## src/rtl/seq_booth_multiplier_pkg.sv

```systemverilog
// mult_pkg: shared definitions for seq_booth_multiplier
//   mult_state_t : IDLE (accepting operands), CALC (stepping), DONE (holding product)
//   cnt_width(w) : step-counter width, wide enough to count 0..w+1
package mult_pkg;
    typedef enum logic [1:0] {IDLE, CALC, DONE} mult_state_t;
    function automatic int cnt_width(input int w);
        return $clog2(w + 2);
    endfunction
endpackage

```

## src/rtl/seq_booth_multiplier_booth_step.sv

```systemverilog
// booth_step: one combinational radix-2 Booth step on {acc,Q,q_m1}
//   acc_i/acc_o   WIDTH+2  accumulator before/after add-and-shift
//   q_i/q_o       WIDTH+1  multiplier register before/after shift
//   q_m1_i/q_m1_o 1        Booth look-back bit before/after shift
//   m_i           WIDTH+1  extended multiplicand
module booth_step #(
    parameter int WIDTH = 8
) (
    input  logic [WIDTH+1:0] acc_i,
    input  logic [WIDTH:0]   q_i,
    input  logic             q_m1_i,
    input  logic [WIDTH:0]   m_i,
    output logic [WIDTH+1:0] acc_o,
    output logic [WIDTH:0]   q_o,
    output logic             q_m1_o
);
    logic [WIDTH+1:0] m_x;
    logic [WIDTH+1:0] sum;
    always_comb begin
        m_x    = {m_i[WIDTH], m_i};
        sum    = ({q_i[0], q_m1_i} == 2'b10) ? acc_i - m_x :
                 ({q_i[0], q_m1_i} == 2'b01) ? acc_i + m_x : acc_i;
        acc_o  = {sum[WIDTH+1], sum[WIDTH+1:1]};
        q_o    = {sum[0], q_i[WIDTH:1]};
        q_m1_o = q_i[0];
    end
endmodule

```

## src/rtl/seq_booth_multiplier.sv

```systemverilog
// seq_booth_multiplier: iterative radix-2 Booth multiplier, one step per clock
//   clk, rst            clock, synchronous active-high reset
//   in_valid/in_ready   operand handshake (a, b[, is_signed])
//   a, b                WIDTH-bit multiplicand / multiplier
//   is_signed           only with MULT_UNSIGNED_SEL_EN: 1 = two's complement, 0 = unsigned
//   out_valid/out_ready product handshake; product held until consumed
//   product             full 2*WIDTH-bit result
//   busy                high while a job is in CALC or DONE
// Without MULT_UNSIGNED_SEL_EN operands are always two's complement.
import mult_pkg::*;
module seq_booth_multiplier #(
    parameter int WIDTH = 8
) (
    input  logic               clk,
    input  logic               rst,
    input  logic               in_valid,
    output logic               in_ready,
    input  logic [WIDTH-1:0]   a,
    input  logic [WIDTH-1:0]   b,
`ifdef MULT_UNSIGNED_SEL_EN
    input  logic               is_signed,
`endif
    output logic               out_valid,
    input  logic               out_ready,
    output logic [2*WIDTH-1:0] product,
    output logic               busy
);
    localparam int CW = cnt_width(WIDTH);
    mult_state_t        state_q, state_d;
    logic [CW-1:0]      cnt_q, cnt_d;
    logic [WIDTH:0]     m_q, m_d, q_q, q_d, q_s;
    logic [WIDTH+1:0]   acc_q, acc_d, acc_s;
    logic               qm1_q, qm1_d, qm1_s, sgn;
    logic [2*WIDTH-1:0] product_q, product_d;
    logic               unused_acc;
`ifdef MULT_UNSIGNED_SEL_EN
    assign sgn = is_signed;
`else
    assign sgn = 1'b1;
`endif
    // the top acc bits only carry sign extension of the (WIDTH+1)x(WIDTH+1) product
    assign unused_acc = ^acc_q[WIDTH+1:WIDTH-1];
    booth_step #(.WIDTH(WIDTH)) u_step (
        .acc_i(acc_q), .q_i(q_q), .q_m1_i(qm1_q), .m_i(m_q),
        .acc_o(acc_s), .q_o(q_s), .q_m1_o(qm1_s)
    );
    always_comb begin
        state_d   = state_q;
        cnt_d     = cnt_q;
        m_d       = m_q;
        q_d       = q_q;
        acc_d     = acc_q;
        qm1_d     = qm1_q;
        product_d = product_q;
        case (state_q)
            IDLE: if (in_valid) begin
                state_d = CALC;
                m_d     = {sgn & a[WIDTH-1], a};
                q_d     = {sgn & b[WIDTH-1], b};
                acc_d   = '0;
                qm1_d   = 1'b0;
                cnt_d   = '0;
            end
            // WIDTH+1 steps, then one extra cycle to register the product
            CALC: if (cnt_q == CW'(WIDTH + 1)) begin
                state_d   = DONE;
                product_d = {acc_q[WIDTH-2:0], q_q};
            end else begin
                acc_d = acc_s;
                q_d   = q_s;
                qm1_d = qm1_s;
                cnt_d = cnt_q + 1'b1;
            end
            DONE: state_d = out_ready ? IDLE : DONE;
            default: state_d = IDLE;
        endcase
    end
    always_ff @(posedge clk) begin
        if (rst) begin
            state_q   <= IDLE;
            cnt_q     <= '0;
            m_q       <= '0;
            q_q       <= '0;
            acc_q     <= '0;
            qm1_q     <= 1'b0;
            product_q <= '0;
        end else begin
            state_q   <= state_d;
            cnt_q     <= cnt_d;
            m_q       <= m_d;
            q_q       <= q_d;
            acc_q     <= acc_d;
            qm1_q     <= qm1_d;
            product_q <= product_d;
        end
    end
    assign in_ready  = (state_q == IDLE);
    assign out_valid = (state_q == DONE);
    assign busy      = (state_q != IDLE);
    assign product   = product_q;
endmodule

```

## config.mk

```make
export PLATFORM = sky130hd
export DESIGN_NAME = seq_booth_multiplier
export DESIGN_NICKNAME = d
export VERILOG_FILES = /design/src/rtl/seq_booth_multiplier_pkg.sv /design/src/rtl/seq_booth_multiplier_booth_step.sv /design/src/rtl/seq_booth_multiplier.sv
export SDC_FILE = /design/constraint.sdc
export NUM_CORES = 1
export LEC_CHECK = 0
export BUFFER_PORTS_ARGS = -buffer_cell sky130_fd_sc_hd__buf_2
export CAP_MARGIN = 15
export CELL_PAD_IN_SITES_DETAIL_PLACEMENT = 0
export CELL_PAD_IN_SITES_GLOBAL_PLACEMENT = 1
export CORE_UTILIZATION = 42
export DETAILED_ROUTE_END_ITERATION = 6
export GPL_ROUTABILITY_DRIVEN = 1
export GPL_TIMING_DRIVEN = 1
export HOLD_SLACK_MARGIN = 0.02
export PLACE_DENSITY = 0.83
export REMOVE_ABC_BUFFERS = 1
export SLEW_MARGIN = 20
export SYNTH_ARGS = -nofsm -noshare
export SYNTH_HDL_FRONTEND = slang
export SYNTH_SLANG_ARGS = --single-unit
```

## constraint.sdc

```tcl
create_clock -name clk -period 2.4 [get_ports clk]
set_input_delay 0.24 -clock clk [delete_from_list [all_inputs] [get_ports clk]]
set_output_delay 0.24 -clock clk [all_outputs]
set_load 0.02 [all_outputs]
```

==> out/results.ini <==
[placement]
dp.cells = 511
dpl.hpwl_um = 5544
place_congestion = 0.8488
io_buffers = 38

[cts]
root_buffer = clkbuf_8
clkTransAtPathRegs_ps = 100
cts_tree = built
post-cts-setup-buffer-count = 0
worstSkewPairLatency_ps = 310
cts_hold_buf = 0
clock_sinks = 49
clockBufferDepth = 2
cts_resized = 0
numCtsBuffers = 5
ctsHtreeMaxLevel = 2

[sta]
final_hold_viol_count = 0
finalSetupTns_ps = 0
fin_crit_ps = 2131
rsz0062_at_grt = no
holdWs_ps = 147.1
slew_headroom = 0.6034
fin_worst_skew_ps = 10.03
slew_viol_final = 0
max_freq_mhz = 469.2
fin_crit_sh = 0.8881
tightestPinTransition_ps = 593.5
setup_viol = 0

[pwr]
p_per_area_nw_per_um2 = 559.3
vdd_drop_max_mv = 0.2740
p_leak_nw = 1.461
p_total_mw = 1.915

[critical_path]
startpoint_type = flip-flop
criticalPathCategory = reg2reg
required_ps = 2600
crit_arrival_ps = 2330
path_max_fanout = 5
endpoint_kind = flip-flop

[finish]
nFillCells = 694
final_nets = 466
antenna_cells = 0
final_cells = 519
multi_input_area_um2 = 1818
area_delta_synth_final_pct = 15.35
drive_gt1_frac = 0.1608
regArea_um2 = 980.9

[run_status]
status = complete, no violations

[die]
io_pins = 39
chipWidth_um = 86.06
coreArea_um2 = 6794
rows = 30
die_y_um = 86.06
initial_utilization = 0.4368
die_area_um2 = 7406

[grt]
antenna_found_initial = 0
overflow = 0
grt_pass1_vias = 2495
grt_pass1_wl_um = 12370
grtUsageTotal = 0.2161
grt_max_degree = 45

[synthesis]
synth_common_cells = nand2_1, dfxtp_1, a21oi_1
yosys.area_share.xor_xnor = 0.008853
ys_types = 58
synth_warnings = 0
synth_cells = 387
synth.area.mux_share = 0
synth_ff_type = dfxtp_1
ys_ff_latch = 49
synth_edf_count = 0
ys_seq_area_frac = 0.3305
synth_compound_area_frac = 0.2483
synthAdderAreaFrac = 0.1062
synth_top_area_frac = 0.3305
async_flop_share = 0
synth_top_family_by_area = compound AO/OA/AOI/OAI gates
syn_area_per_cell_um2 = 7.669
syn_area_um2 = 2968
yosysTopAreaCell = dfxtp_1
yosys.cell_count.top_type = nand2_1
yosys.area_share.simple = 0.2475
netlist_top_cells_area = dfxtp_1, ha_1, nand2_1, a21oi_1, inv_1

[worst_hold_path]
hp-class = in2reg

[routing]
wirelength_um = 7569
viasPerCell = 5.331
num_vias = 2767
dr.pass1.iters = 4
drc = 0
wire_per_inst_um = 14.58
initialDrtViolationCount = 195
ant_nets = 0

[run]
maxCapViolCount = 0

[cell type report]
type                    instances  share of cell area
clock buffers                   5             0.02010
clock inverters                 3             0.02010
inverters                      25             0.02741
multi-input cells             292              0.5311
flip-flops and latches         49              0.2866
well taps                      96             0.03509
repair buffers                 49             0.07968
[registers in the layout, summed over array words and instances, names as in the netlist]
name	flops
acc_q	9
q_q	9
qm1_q	1
product	16
m_q	8
state_q	2
cnt_q	4
[report_power, final]
part,internal [mW],switching (mW),total [mW]
clock network,0.420,0.305,0.725
registers,0.840,0.0286,0.869
logic,0.128,0.194,0.321
total,1.39,0.527,1.91
[worst paths after layout]
path / from / end / slack [ps] / cells past startpoint
worst max-delay path: acc_q[0]$_SDFFE_PP0P_ / acc_q[7]$_SDFFE_PP0P_ / 270 / 8
worst min-delay path: a[5] / m_q[5]$_SDFFE_PP0P_ / 150 / 3
worst max register to register: acc_q[0]$_SDFFE_PP0P_ / acc_q[7]$_SDFFE_PP0P_ / 270 / 8
worst min register to register: product[1]$_SDFFE_PP0P_ / product[1]$_SDFFE_PP0P_ / 450 / 2
[cells in the final DEF (no fill, tap or decap), types with 4 or more instances in the layout]
cell	n
a21oi_1	48
a22oi_1	9
a31oi_1	4
buf_2	38
buf_4	11
clkbuf_8	5
dfxtp_1	49
ha_1	22
inv_1	25
nand2_1	72
nand2b_1	5
nand3_1	7
nor2_1	23
nor2b_1	9
nor3_1	9
o2111ai_1	4
o211ai_1	4
o21ai_0	8
or2_2	4
or4_1	5
[cells by family (layout without fill, tap and decap cells)]
logic type	count (synthesis)	count (layout)
and+or+nand+nor	153	153
AOI/OAI and AO/OA	112	112
DFF	49	49
buffers and inverters	46	82
adders and majority gates	24	24
xor gates and xnor gates	3	3
[worst max-delay path, cell delays in order (launching register included)]
cell      delay (ps)
dfxtp_1          400
inv_1             60
ha_1             210
fa_1             420
nor2b_1          180
o221ai_1         190
a32oi_1          300
xnor2_1          150
o221ai_1         110
[per-layer routing]
layer / vias to the layer above / global-route usage / part of all wire
met4: 0 / 0.07576 / 0.011
met3: 11 / 0.03465 / 0.042
met2: 56 / 0.3470 / 0.47
met5: - / 0 / 0
li1: 1436 / - / -
met1: 1264 / 0.2934 / 0.48
[metrics by stage]
| stage | worst slack [ps] | util | instance area [µm²] |
|---|---|---|---|
| floorplan | -345.4 | - | 2888 |
| global placement | 344.4 | 0.4836 | 3286 |
| detailed placement | 285.3 | 0.4836 | 3286 |
| CTS | 266.4 | 0.5039 | 3423 |
| global route | 119.7 | 0.5039 | 3423 |
| finish | 268.7 | 0.5039 | 3423 |
(Power assumes the default switching activity.)
